File: src/rtl/sdram_host_initiator.sv
// sdram_host_initiator: client-side issuer of READ/WRITE/REFRESH commands on the
// controller's cmd/cmdack port, with periodic refresh insertion, ack/data
// timeouts and a one-cycle completion pulse back to the client.
module sdram_host_initiator #(
  parameter int unsigned ASIZE       = 22,
  parameter int unsigned DSIZE       = 32,
  parameter int unsigned REF_PERIOD  = 1560,
  parameter int unsigned ACK_TIMEOUT = 255
) (
  input  logic             clk,
  input  logic             reset_n,
  input  logic             req_valid,
  output logic             req_ready,
  input  logic             req_wr,
  input  logic [ASIZE-1:0] req_addr,
  input  logic [DSIZE-1:0] req_wdata,
  output logic             rsp_valid,
  output logic [DSIZE-1:0] rsp_rdata,
  output logic             err,
  output logic [1:0]       cmd,
  input  logic             cmdack,
  output logic [ASIZE-1:0] addr,
  output logic [DSIZE-1:0] wdata,
  input  logic             rd_valid,
  input  logic [DSIZE-1:0] rd_data
);

  localparam int unsigned RW = $clog2(REF_PERIOD);
  localparam int unsigned WW = $clog2(ACK_TIMEOUT + 1);

  typedef enum logic [1:0] {
    CMD_NOP     = 2'b00,
    CMD_READ    = 2'b01,
    CMD_WRITE   = 2'b10,
    CMD_REFRESH = 2'b11
  } cmd_e;

  typedef enum logic [1:0] {
    S_IDLE,
    S_ISSUE,
    S_RD_WAIT,
    S_DONE
  } state_e;

  state_e           state_q, state_d;
  cmd_e             cmd_q, cmd_d;
  logic [ASIZE-1:0] addr_q, addr_d;
  logic [DSIZE-1:0] wdata_q, wdata_d;
  logic             rsp_valid_q, rsp_valid_d;
  logic [DSIZE-1:0] rsp_rdata_q, rsp_rdata_d;
  logic             err_q, err_d;
  logic             ref_pending_q, ref_pending_d;
  logic [RW-1:0]    ref_cnt_q, ref_cnt_d;
  logic [WW-1:0]    wait_cnt_q, wait_cnt_d;
  logic             ref_clr;
  logic             ref_expire;
  logic             wait_expired;

  // Client may only hand over a request while idle with no refresh owed.
  assign req_ready = (state_q == S_IDLE) && !ref_pending_q;

  assign cmd       = cmd_q;
  assign addr      = addr_q;
  assign wdata     = wdata_q;
  assign rsp_valid = rsp_valid_q;
  assign rsp_rdata = rsp_rdata_q;
  assign err       = err_q;

  // Last permitted wait cycle: a cmdack/rd_valid seen here still wins.
  assign wait_expired = (wait_cnt_q == WW'(ACK_TIMEOUT - 1));

  // Command sequencing: next state, command bus and response generation.
  always_comb begin
    state_d     = state_q;
    cmd_d       = cmd_q;
    addr_d      = addr_q;
    wdata_d     = wdata_q;
    rsp_valid_d = 1'b0;
    rsp_rdata_d = rsp_rdata_q;
    err_d       = err_q;
    wait_cnt_d  = wait_cnt_q;
    ref_clr     = 1'b0;

    case (state_q)
      S_IDLE: begin
        if (ref_pending_q) begin
          cmd_d      = CMD_REFRESH;
          wait_cnt_d = '0;
          state_d    = S_ISSUE;
        end else if (req_valid && req_ready) begin
          addr_d     = req_addr;
          wdata_d    = req_wdata;
          cmd_d      = req_wr ? CMD_WRITE : CMD_READ;
          wait_cnt_d = '0;
          state_d    = S_ISSUE;
        end
      end

      S_ISSUE: begin
        wait_cnt_d = wait_cnt_q + WW'(1);
        if (cmdack) begin
          cmd_d      = CMD_NOP;
          wait_cnt_d = '0;
          case (cmd_q)
            CMD_REFRESH: begin
              ref_clr = 1'b1;
              state_d = S_IDLE;
            end
            CMD_WRITE: state_d = S_DONE;
            default:   state_d = S_RD_WAIT;
          endcase
        end else if (wait_expired) begin
          err_d   = 1'b1;
          cmd_d   = CMD_NOP;
          ref_clr = (cmd_q == CMD_REFRESH);
          state_d = S_IDLE;
        end
      end

      S_RD_WAIT: begin
        wait_cnt_d = wait_cnt_q + WW'(1);
        if (rd_valid) begin
          rsp_rdata_d = rd_data;
          state_d     = S_DONE;
        end else if (wait_expired) begin
          err_d   = 1'b1;
          state_d = S_IDLE;
        end
      end

      S_DONE: begin
        rsp_valid_d = 1'b1;
        state_d     = S_IDLE;
      end

      default: state_d = S_IDLE;
    endcase
  end

  // Refresh timer; an expiry on the clearing edge starts a fresh refresh, and
  // an expiry while one is already owed merges into it.
  always_comb begin
    ref_expire    = (ref_cnt_q == '0);
    ref_cnt_d     = ref_expire ? RW'(REF_PERIOD - 1) : ref_cnt_q - RW'(1);
    ref_pending_d = ref_expire | (ref_pending_q & ~ref_clr);
  end

  // State and output registers.
  always_ff @(posedge clk or negedge reset_n) begin
    if (!reset_n) begin
      state_q       <= S_IDLE;
      cmd_q         <= CMD_NOP;
      addr_q        <= '0;
      wdata_q       <= '0;
      rsp_valid_q   <= 1'b0;
      rsp_rdata_q   <= '0;
      err_q         <= 1'b0;
      ref_pending_q <= 1'b0;
      ref_cnt_q     <= RW'(REF_PERIOD - 1);
      wait_cnt_q    <= '0;
    end else begin
      state_q       <= state_d;
      cmd_q         <= cmd_d;
      addr_q        <= addr_d;
      wdata_q       <= wdata_d;
      rsp_valid_q   <= rsp_valid_d;
      rsp_rdata_q   <= rsp_rdata_d;
      err_q         <= err_d;
      ref_pending_q <= ref_pending_d;
      ref_cnt_q     <= ref_cnt_d;
      wait_cnt_q    <= wait_cnt_d;
    end
  end

endmodule

File: config.mk
export PLATFORM = sky130hd
export DESIGN_NAME = sdram_host_initiator
export DESIGN_NICKNAME = d
export VERILOG_FILES = /design/src/rtl/sdram_host_initiator.sv
export SDC_FILE = /design/constraint.sdc
export NUM_CORES = 1
export LEC_CHECK = 0
export ABC_AREA = 1
export CAP_MARGIN = 0
export CELL_PAD_IN_SITES_DETAIL_PLACEMENT = 1
export CELL_PAD_IN_SITES_GLOBAL_PLACEMENT = 1
export CORE_ASPECT_RATIO = 0.7
export CORE_MARGIN = 5
export CORE_UTILIZATION = 29
export CTS_CLUSTER_DIAMETER = 100
export DETAILED_ROUTE_END_ITERATION = 7
export PLACE_DENSITY_LB_ADDON = 0.08
export REMOVE_ABC_BUFFERS = 1
export SYNTH_ARGS = -nofsm -noshare
export SYNTH_HDL_FRONTEND = slang
export SYNTH_SLANG_ARGS = --single-unit
File: constraint.sdc
create_clock -name clk -period 1.6 [get_ports clk]
set_clock_uncertainty 0.15 [all_clocks]
set_input_delay 0.16 -clock clk [delete_from_list [all_inputs] [get_ports clk]]
set_output_delay 0.16 -clock clk [all_outputs]
set_load 0.02 [all_outputs]
Word level (Yosys, flattened, before mapping):

Cells that the tools add are included.

* register bits after elaboration: 112
* bits in latches: 0
* bits in writable memories: 0
* bits in read-only memories: 0
* input bits: 92
* word-level logic and storage cells: 66
* memories: 0

* add/sub/neg operators: 2
* multipliers: 0
* div/mod/pow operators: 0
* magnitude comparators: 0
* eq/ne operators: 10
* shift-type cells: 0
* mux-type cells: 27
* bitwise gates (word level): 4
* reductions and logical operators: 13

Operators with widths (count)
* $mux 8: 3
* $pmux 8 s3: 1
* $mux 2: 10
* $logic_not 11->1: 1
* $mux 11: 1
* $sub 11x1->11 const B: 1
* $reduce_and 3->1: 3
* $add 8x1->8 const B: 1
* $eq 2x2->1 const B: 4
* $eq 8x8->1 const B: 1
* $mux 1: 8
* $pmux 2 s2: 2
* $pmux 2 s4: 1
* $ne 2x2->1 const B: 2
* $reduce_and 2->1: 2
* $reduce_bool 2->1: 2
* $ne 3x2->1 const B: 1
* $ne 3x3->1 const B: 1
* $reduce_bool 3->1: 1
* $eq 2x1->1 const B: 1
* $logic_and 1x1->1: 2
* $logic_not 2->1: 1
* $not 1->1: 2
* $pmux 1 s2: 1
* other kinds (3): 3

Depth between registers and ports, before layout:

Gate-level depths: netlist (run 1).

* depth after elaboration: 7
* depth in mapped cells: 9
* depth with buffers taken out: 9

Worst setup path after synthesis (run 1):

Ideal clock, no wire load.

* path kind: register -> register
* from: reg state_q[1]
* to: reg addr_q[0] (netlist: addr[0])
* setup time: 117 ps
* arrival time: 1244 ps
* required time: 1333 ps
* slack: 89 ps
* cell stages (with the launch flop): 9
* clock period less this slack: 1511 ps
* path through: dfrtp_1 inv_1 ha_1 inv_2 nor2_4 nand2_2 buf_2 nand2_1 nand2_1

* word-level cells in the longest chain between the ends: 4

Ends and longest elaborated chain
* start: declaration: RTL line 45 `state_e state_q, state_d;`
* start signal: assignment: RTL line 162 `state_q <= state_d;`
* $logic_not 2->1 (*): RTL line 60, 84
* $logic_and 1x1->1: RTL line 60 `assign req_ready = (state_q == S_IDLE) && !ref_pending_q;`
* $logic_and 1x1->1: RTL line 90 `end else if (req_valid && req_ready) begin`
* $reduce_and 3->1 (no source line) (*)
* end signal: assignment: RTL line 164 `addr_q <= addr_d;`
* end: declaration: RTL line 47 `logic [ASIZE-1:0] addr_q, addr_d;`

Mark *: on every way between the ends. The rest lies on a longest branch, timed or not.
A chain may end at the register's enable or synchronous reset.

Final worst setup path (run 1):

* from: reg state_q[0]
* to: reg addr_q[7] (netlist: addr[7])

The elaborated chain is that of the path after synthesis.

==> impl_metrics.env, run 1 <==
export IMPL_cpPeakStageDelay_ns=0.39
export IMPL_antenna_cells=0
export IMPL_die_h_um=118.9
export IMPL_fmax_mhz=585.3
export IMPL_max_clock_path_buffers=2
export IMPL_fp_dieW_um=165.6
export IMPL_ff2ff_path_depth=9
export IMPL_cts_tree="built"
export IMPL_r2r_slack_ns=-0.11
export IMPL_htreeDepth=3
export IMPL_peakVddDrop_mv=0.8825
export IMPL_gr_total_overflow=0
export IMPL_dieArea_um2=19700
export IMPL_drv_slew=0
export IMPL_p_leak_nw=4.273
export IMPL_synth_top_cell_by_area="dfrtp_1"
export IMPL_drt_iter0_drc=204
export IMPL_clkSinkCount=112
export IMPL_wl_mm=18.35
export IMPL_root_buffer="clkbuf_16"
export IMPL_ys_dominant_reg_cell="dfrtp_1"
export IMPL_grt_setup_unrepaired="yes"
export IMPL_path_cells="inv_2, ha_4, inv_4, nor2_4, buf_8, clkbuf_16, buf_12, nand3_1, nand2_1"
export IMPL_cp_num_buf_inv=5
export IMPL_hold_viol_final=0
export IMPL_worstPathRequired_ns=1.75
export IMPL_period_share_pct=106.8
export IMPL_rows=39
export IMPL_grt_max_degree=76
export IMPL_place_ws_ns=-0.2916
export IMPL_setup_viol=69
export IMPL_startpoint_type="flip-flop"
export IMPL_cts_reportedPaths_clkPinSlew_ns=0.08
export IMPL_start_util_pct=29.81
export IMPL_fin_crit_ns=1.709
export IMPL_status="finished with violations"
export IMPL_synthArstFlopShare_pct=100.0
export IMPL_seq_area_frac_synth_pct=57.15
export IMPL_io_pin_count=183
export IMPL_place_congestion=0.8043
export IMPL_cp_top_family="buffers and inverters"
export IMPL_hpwl_mm=12.08
export IMPL_whs_ns=0.1860
export IMPL_setup_ws_ns=-0.1086
export IMPL_core_area_um2=16490
export IMPL_crit_type="reg -> reg"
export IMPL_antenna_found_initial=0
export IMPL_yosysWarnings=0
export IMPL_worst_path_max_fanout=5
export IMPL_via_per_inst=4.572
export IMPL_route_vias_total=4769
export IMPL_clock_latency_ns=0.35
export IMPL_tightestPinTransition_ns=0.5093
export IMPL_netlist_area_um2=4917
export IMPL_grt_pass1_wl_mm=28.09
export IMPL_violations="negative setup slack"
export IMPL_yosys_top_cells_area="dfrtp_1 54%, nand2_1 21%, nand3_1 6.9%, dfstp_2 3.2%, nor2_1 2.8%"
export IMPL_arrival_ns=1.85
export IMPL_clockPowerShare_pct=15.5
export IMPL_p_comb_share_pct=55.9
export IMPL_p_int_mw=9.425
export IMPL_slowest_stage="dfrtp_1"
export IMPL_synth_edff_count=0
export IMPL_r2r_end="addr[7]"
export IMPL_firstDrtPassIters=4
export IMPL_area_growth_pct=70.05
export IMPL_seq_power_share_pct=28.6
export IMPL_grtUsageTotal_pct=17.71
export IMPL_hp_class="in -> async"
export IMPL_rr_startpoint="state_q[0]"
export IMPL_synth_top_area_share_pct=53.94
export IMPL_grt_pass1_vias=5038
export IMPL_layout_commonest_cell="nand2_1"
export IMPL_drive_above_1_share_pct=22.62
export IMPL_avgSynthCellArea_um2=8.377
export IMPL_fin_nets=914
export IMPL_synth_cell_types=26
export IMPL_synth_seq_cells=112
export IMPL_relSlewSlack_pct=66.05
export IMPL_switching_share_pct=41.87
export IMPL_port_buffers=182
export IMPL_drc=0
export IMPL_drtAntennaViolNets=0
export IMPL_cts_buffers_inserted=9
export IMPL_mostFrequentLayoutCells="204 x nand2_1, 105 x dfrtp_1, 90 x dlygate4sd2_1"
export IMPL_syn_inst=587
export IMPL_p_sw_mw=6.790
export IMPL_cap_violations=0
export IMPL_routedWlPerCell_um=17.59
export IMPL_cp_end_kind="flip-flop"
export IMPL_nFillCells=1903
export IMPL_cellPowerDensity_nw_per_um2=1939
==> sequential cells by signal (all words and copies together), names as in the netlist <==
signal         flops
rsp_rdata         32
wdata             32
addr              22
ref_cnt_q         11
wait_cnt_q         8
cmd                2
state_q            2
err                1
ref_pending_q      1
rsp_valid          1
==> through the flow <==
step	cell area [um^2]	total power [mW]	utilization [%]	TNS, ns	std cells
floorplan	4780	8.004	-	-75.38	564
global placement	7113	11.76	43.13	-3.009	996
detailed placement	7113	12.00	43.13	-9.363	996
CTS	7772	15.16	47.12	-2.633	1029
global route	8362	17.25	50.70	-11.52	1043
finish	8362	16.21	50.70	-4.570	1043
==> synth_stat cells (2+ instances only) <==
master and count:
o21ai_0 8, inv_2 3, nand3_1 68, nand2_1 273, nand4_1 4, buf_6 5
a21oi_1 2, inv_1 32, xnor2_1 2, buf_2 11, buf_1 2, dfrtp_1 106
nor2_4 2, xor2_1 3, clkbuf_1 5, nand3b_1 2, ha_1 9, nor2_1 37
dfstp_2 6
==> power by group through the flow <==
stage,sequential (mW),combinational [mW],clock (mW)
final,4.63,9.06,2.52
after global routing,4.80,9.74,2.72
after CTS,4.59,7.96,2.60
after detailed placement,4.65,7.35,0
after global placement,4.58,7.18,0
after floorplan,5.92,2.09,0
==> worst max-delay path by stage <==
stage	from	endpoint	cells past startpoint
floorplan	state_q[1]	addr[0]	7
global placement	state_q[0]	req_ready	5
detailed placement	state_q[0]	req_ready	5
CTS	state_q[0]	wdata[30]	10
global route	state_q[0]	addr[7]	9
finish	state_q[0]	addr[7]	9
==> worst min-delay path: stages <==
cell	delay (ns)
dlygate4sd3_1	0.52
buf_4	0.12
buf_12	0.32
==> cell type report <==
cell class                      count  area, um^2  share of cell area, %
Multi-Input combinational cell    418        2253                  26.95
Clock buffer                        9       225.2                  2.693
Tap cell                          225       281.5                  3.367
Sequential cell                   112        2811                  33.62
Clock inverter                      7       103.9                  1.242
Inverter                           35       156.4                  1.870
Timing Repair Buffer              237        2530                  30.26
==> cell families after synthesis <==
kind of cell	after synthesis	synth area share (%)
AOI/OAI and AO/OA	11	1.171
adders and majority gates	9	2.290
and+or+nand+nor	392	33.03
DFF	112	57.15
xor gates and xnor gates	5	0.8907
buffers and inverters	58	5.471
==> per-layer routing <==
| metal | vias up | wire length, um | track usage [%] |
|---|---|---|---|
| li1 | 2284 | - | - |
| met1 | 2340 | 8182 | 22.24 |
| met2 | 131 | 8530 | 29.08 |
| met3 | 14 | 1473 | 7.550 |
| met4 | 0 | 162 | 3.091 |
| met5 | - | 0 | 0 |
==> what timing repair did <==
| item | in CTS | in global routing |
|---|---|---|
| buffers inserted | 11 | 3 |
| endpoints found under the setup margin | 185 | 108 |
| resized for setup | 157 | 101 |
| gates cloned | 5 | 13 |
| pin swaps | 40 | 30 |
| endpoints found under the hold margin | 107 | 0 |
| hold buffers | 2 | 0 |
No activity file was read; power rests on OpenSTA's default activity.
==> run 2: changes to the inputs <==
--- a/config.mk
+++ b/config.mk
@@ -7,11 +7,9 @@
 export LEC_CHECK = 0
 export ABC_AREA = 1
 export CAP_MARGIN = 0
-export CELL_PAD_IN_SITES_DETAIL_PLACEMENT = 1
-export CELL_PAD_IN_SITES_GLOBAL_PLACEMENT = 1
 export CORE_ASPECT_RATIO = 0.7
 export CORE_MARGIN = 5
-export CORE_UTILIZATION = 29
+export CORE_UTILIZATION = 40
 export CTS_CLUSTER_DIAMETER = 100
 export DETAILED_ROUTE_END_ITERATION = 7
 export PLACE_DENSITY_LB_ADDON = 0.08
==> run 2 against run 1 <==
The run still ends with negative setup slack left. Global-route usage grew 0.99 points. Count of clock-buffer cells in the layout grew 3. Highest routed layer unchanged. Design area shrank 11%. Cell count shrank 8.7%. Die area shrank 26%. Combinational power shrank 26%.
==> impl_metrics.env, run 2 (synthesis results as in run 1) <==
export IMPL_cpPeakStageDelay_ns=0.40
export IMPL_via_per_inst=4.667
export IMPL_worst_path_max_fanout=4
export IMPL_htreeDepth=3
export IMPL_cp_end_kind="output port"
export IMPL_violations="negative setup slack"
export IMPL_cts_reportedPaths_clkPinSlew_ns=0.07
export IMPL_tightestPinTransition_ns=0.4826
export IMPL_fin_nets=891
export IMPL_cts_tree="built"
export IMPL_antenna_found_initial=0
export IMPL_grtUsageTotal_pct=18.70
export IMPL_io_pin_count=183
export IMPL_hpwl_mm=10.25
export IMPL_mostFrequentLayoutCells="266 x nand2_1, 106 x dfrtp_1, 90 x dlygate4sd2_1"
export IMPL_tns_ns=-1.815
export IMPL_setup_viol=55
export IMPL_setup_ws_ns=-0.09044
export IMPL_firstDrtPassIters=4
export IMPL_relSlewSlack_pct=67.83
export IMPL_area_growth_pct=51.09
export IMPL_grt_pass1_wl_mm=21.76
export IMPL_hp_class="in -> async"
export IMPL_fin_crit_ns=1.690
export IMPL_whs_ns=0.1573
export IMPL_p_leak_nw=3.930
export IMPL_cp_num_buf_inv=3
export IMPL_drtAntennaViolNets=0
export IMPL_cap_violations=0
export IMPL_path_cells="inv_2, ha_4, inv_2, nor2_4, buf_6"
export IMPL_period_share_pct=105.7
export IMPL_start_util_pct=41.50
export IMPL_wl_mm=13.78
export IMPL_drt_iter0_drc=159
export IMPL_antenna_cells=0
export IMPL_rows=33
export IMPL_clkSinkCount=112
export IMPL_root_buffer="clkbuf_16"
export IMPL_peakVddDrop_mv=0.9224
export IMPL_placed_cell_area_um2=7068
export IMPL_drive_above_1_share_pct=10.94
export IMPL_cellPowerDensity_nw_per_um2=1805
export IMPL_grt_setup_unrepaired="yes"
export IMPL_arrival_ns=1.38
export IMPL_core_area_um2=11850
export IMPL_startpoint_type="flip-flop"
export IMPL_fmax_mhz=591.6
export IMPL_slowest_stage="dfrtp_1"
export IMPL_grt_max_degree=33
export IMPL_drc=0
export IMPL_drv_slew=0
export IMPL_die_h_um=102.8
export IMPL_cts_buffers_inserted=9
export IMPL_worstPathRequired_ns=1.29
export IMPL_crit_type="reg -> out"
export IMPL_layout_commonest_cell="nand2_1"
export IMPL_route_vias_total=4443
export IMPL_cpMostUsedCell="inv_2"
export IMPL_fin_util_pct=62.70
export IMPL_design_area_um2=7430
export IMPL_clock_latency_ns=0.35
export IMPL_max_clock_path_buffers=2
export IMPL_cp_top_family="flip-flops"
export IMPL_status="finished with violations"
export IMPL_dieArea_um2=14650
export IMPL_place_congestion=0.8850
export IMPL_hold_viol_final=0
export IMPL_routedWlPerCell_um=14.47
export IMPL_port_buffers=182
export IMPL_fp_dieW_um=142.5
export IMPL_gr_total_overflow=0
export IMPL_grt_pass1_vias=4411
-- run 2: repair_timing --
item | in CTS | in global routing
hold buffers | 2 | 0
gates resized for setup | 112 | 26
cloned | 0 | 1
endpoints found under the setup margin | 185 | 105
setup buffers | 2 | 2
endpoints found under the hold margin | 38 | 0
pin swaps | 2 | 8
-- run 2: final timing paths --
| check | startpoint | to | slack [ns] | depth (start not counted) |
|---|---|---|---|---|
| min in group clk | rd_data[2] | rsp_rdata[2] | 0.19 | 3 |
| worst min register to register | wdata[20] | wdata[20] | 0.31 | 2 |
| worst min-delay path | reset_n | wdata[10] | 0.16 | 2 |
| max in group asynchronous | reset_n | ref_cnt_q[4] | 0.56 | 3 |
| worst max register to register | state_q[0] | wdata[21] | -0.06 | 9 |
| worst max-delay path | state_q[0] | req_ready | -0.09 | 5 |
-- run 2: final cells by class --
cell class / instances / area (um^2)
inverters: 35 / 138.9
repair buffers: 215 / 2067
clock buffers: 12 / 256.5
clock inverters: 4 / 27.53
multi-input cells: 417 / 1933
flip-flops and latches: 112 / 2810
well taps: 157 / 196.4
fillers: 998 / 4420
-- run 2: report_power, final --
part	internal (mW)	switching, mW	total [mW]	leakage (nW)
logic	2.68	4.04	6.72	2.40
registers	3.96	0.588	4.55	1.39
clock network	1.15	0.992	2.14	0.143
-- run 2: worst reg2reg max path, cell delays in order (launching register included) --
cell and delay, ns:
dfrtp_1 0.40, inv_2 0.09, ha_4 0.14, inv_2 0.04, nor2_4 0.20, buf_6 0.16
nand2_4 0.06, buf_12 0.17, nand2_1 0.07, nand2_1 0.06
-- run 2: through the flow --
step                setup slack [ns]  total power, mW  std cells
floorplan                     -1.019            8.004        564
global placement             -0.2155            11.68        930
detailed placement           -0.2403            11.80        930
CTS                          -0.1230            13.42        950
global route                 -0.1380            14.41        952
finish                      -0.09044            13.41        952
-- run 2: routing by layer --
layer	GRT usage (%)	share of wire (%)	vias up	wire, um
li1	-	-	2233	-
met1	24.74	44	2045	6118
met2	28.82	44	150	6067
met3	7.418	10	15	1383
met4	5.259	1.5	0	209
met5	0	0	-	0
==> run 3: changes to the inputs <==
--- a/config.mk
+++ b/config.mk
@@ -7,9 +7,11 @@
 export LEC_CHECK = 0
 export ABC_AREA = 1
 export CAP_MARGIN = 0
+export CELL_PAD_IN_SITES_DETAIL_PLACEMENT = 1
+export CELL_PAD_IN_SITES_GLOBAL_PLACEMENT = 2
 export CORE_ASPECT_RATIO = 0.7
 export CORE_MARGIN = 5
-export CORE_UTILIZATION = 40
+export CORE_UTILIZATION = 22
 export CTS_CLUSTER_DIAMETER = 100
 export DETAILED_ROUTE_END_ITERATION = 7
 export PLACE_DENSITY_LB_ADDON = 0.08
==> run 3 against run 2 <==
Design area up 8.5%. Critical path type is now reg -> reg. Clock power up 14%. Wire length up 35%. Sequential power up 2%. Global-route usage down 4.4 points. Combinational power up 23%. Critical path depth up 4. Highest routed layer is now met5. Register-to-register slack about the same. Flip-flop and latch count unchanged. Largest power group unchanged. Fmax up 1.3%. The flow still finishes with violations (negative setup slack). Count of clock-buffer cells in the layout unchanged.
==> impl_metrics.env, run 3 (synthesis results as in run 1) <==
export IMPL_start_util_pct=22.51
export IMPL_drive_above_1_share_pct=16.21
export IMPL_placed_cell_area_um2=7244
export IMPL_setup_ws_ns=-0.06799
export IMPL_clock_latency_ns=0.36
export IMPL_port_buffers=182
export IMPL_cts_reportedPaths_clkPinSlew_ns=0.07
export IMPL_gr_total_overflow=0
export IMPL_cts_tree="built"
export IMPL_fmax_mhz=599.5
export IMPL_place_congestion=0.7185
export IMPL_grt_max_degree=39
export IMPL_status="finished with violations"
export IMPL_dieArea_um2=25490
export IMPL_cts_buffers_inserted=9
export IMPL_instances_no_fill=1090
export IMPL_hp_class="in -> async"
export IMPL_cp_top_family="buffers and inverters"
export IMPL_fin_crit_ns=1.668
export IMPL_grt_pass1_wl_mm=28.68
export IMPL_slowest_stage="dfrtp_1"
export IMPL_nFillCells=2536
export IMPL_antenna_found_initial=1
export IMPL_routedWlPerCell_um=17.07
export IMPL_violations="negative setup slack"
export IMPL_area_growth_pct=63.92
export IMPL_grtUsageTotal_pct=14.33
export IMPL_hold_viol_final=0
export IMPL_crit_type="reg -> reg"
export IMPL_core_area_um2=21850
export IMPL_drtAntennaViolNets=0
export IMPL_setup_viol=50
export IMPL_peakVddDrop_mv=0.7349
export IMPL_cpPeakStageDelay_ns=0.39
export IMPL_max_clock_path_buffers=2
export IMPL_arrival_ns=1.81
export IMPL_grt_setup_unrepaired="yes"
export IMPL_worstPathRequired_ns=1.75
export IMPL_period_share_pct=104.2
export IMPL_wl_mm=18.61
export IMPL_cellPowerDensity_nw_per_um2=1905
export IMPL_mostFrequentLayoutCells="247 x nand2_1, 106 x dfrtp_1, 90 x dlygate4sd2_1"
export IMPL_p_leak_nw=4.114
export IMPL_clkSinkCount=112
export IMPL_layout_commonest_cell="nand2_1"
export IMPL_worst_path_max_fanout=8
export IMPL_firstDrtPassIters=4
export IMPL_drv_slew=0
export IMPL_htreeDepth=3
export IMPL_tns_ns=-1.686
export IMPL_route_vias_total=4626
export IMPL_io_pin_count=183
export IMPL_fin_nets=904
export IMPL_startpoint_type="flip-flop"
export IMPL_rows=45
export IMPL_drc=0
export IMPL_finalPower_mw=15.35
export IMPL_whs_ns=0.1107
export IMPL_drt_iter0_drc=199
export IMPL_die_h_um=135.1
export IMPL_hpwl_mm=13.20
export IMPL_antenna_cells=0
export IMPL_path_cells="inv_2, ha_4, inv_4, nor2_4, buf_6, buf_12, clkbuf_16, nand3_1, nand2_1"
export IMPL_tightestPinTransition_ns=0.3726
export IMPL_root_buffer="clkbuf_16"
export IMPL_grt_pass1_vias=5005
export IMPL_via_per_inst=4.244
export IMPL_design_area_um2=8060
export IMPL_cp_end_kind="flip-flop"
export IMPL_fp_dieW_um=188.7
export IMPL_dp_cells=1056
export IMPL_cp_num_buf_inv=5
export IMPL_relSlewSlack_pct=75.16
export IMPL_cap_violations=0
[run 3: cell types whose count changed in the layout (fill, tap and decap cells not counted), sizes merged]
cell / change
clkinv: -2
clkbuf: +4
buf: +10
dlygate4sd3: -1
bufinv: +2
[run 3: final timing paths]
kind / startpoint / cells after the start / endpoint / slack, ns
setup reg to reg: state_q[1] / 9 / wdata[18] / -0.07
hold / removal: reset_n / 2 / addr[0] / 0.11
min in group clk: req_valid / 4 / state_q[1] / 0.18
setup / recovery: state_q[1] / 9 / wdata[18] / -0.07
hold reg to reg: addr[6] / 2 / addr[6] / 0.32
max in group asynchronous: reset_n / 3 / ref_cnt_q[9] / 0.60
[run 3: report_power, final]
group	internal, mW	switching, mW	leakage (nW)
sequential	3.97	0.672	1.39
combinational	3.56	4.72	2.57
clock	1.37	1.06	0.151
total	8.90	6.45	4.11
[run 3: worst register-to-register path: stages (launching register included)]
cell and delay [ns]:
dfrtp_1 0.39, inv_2 0.09, ha_4 0.15, inv_4 0.04, nor2_4 0.15, buf_6 0.16, buf_12 0.16, clkbuf_16 0.18
nand3_1 0.07, nand2_1 0.08
[run 3: cell type report]
cell class                      count  area, um^2  share of cell area, %
Clock inverter                      4       70.07                 0.8693
Multi-Input combinational cell    417        2111                  26.19
Sequential cell                   112        2810                  34.87
Clock buffer                       12       236.5                  2.934
Inverter                           35       141.4                  1.754
Tap cell                          282       352.8                  4.378
Timing Repair Buffer              228        2338                  29.01
[run 3: metrics by stage]
stage	util [%]	setup WS, ns
2_1_floorplan	-	-1.019
3_3_place_gp	33.16	-0.2653
3_5_place_dp	33.16	-0.3142
4_1_cts	35.30	-0.1309
5_1_grt	36.90	-0.1492
6_report	36.90	-0.06799
[run 3: routing by layer]
layer | GRT usage (%) | routed length [um] | vias to the layer above
met4 | 3.560 | 210 | 2
met2 | 21.21 | 7945 | 138
met1 | 19.18 | 8875 | 2209
met3 | 6.434 | 1569 | 14
met5 | 0 | 7 | -
li1 | - | - | 2263
[run 3: repair_timing]
action	in CTS	in global routing
endpoints found under the hold margin	106	0
pin swaps	5	31
setup buffers	6	4
gates resized for setup	136	51
gates cloned	2	6
hold buffers	1	0
setup endpoints to repair	189	100
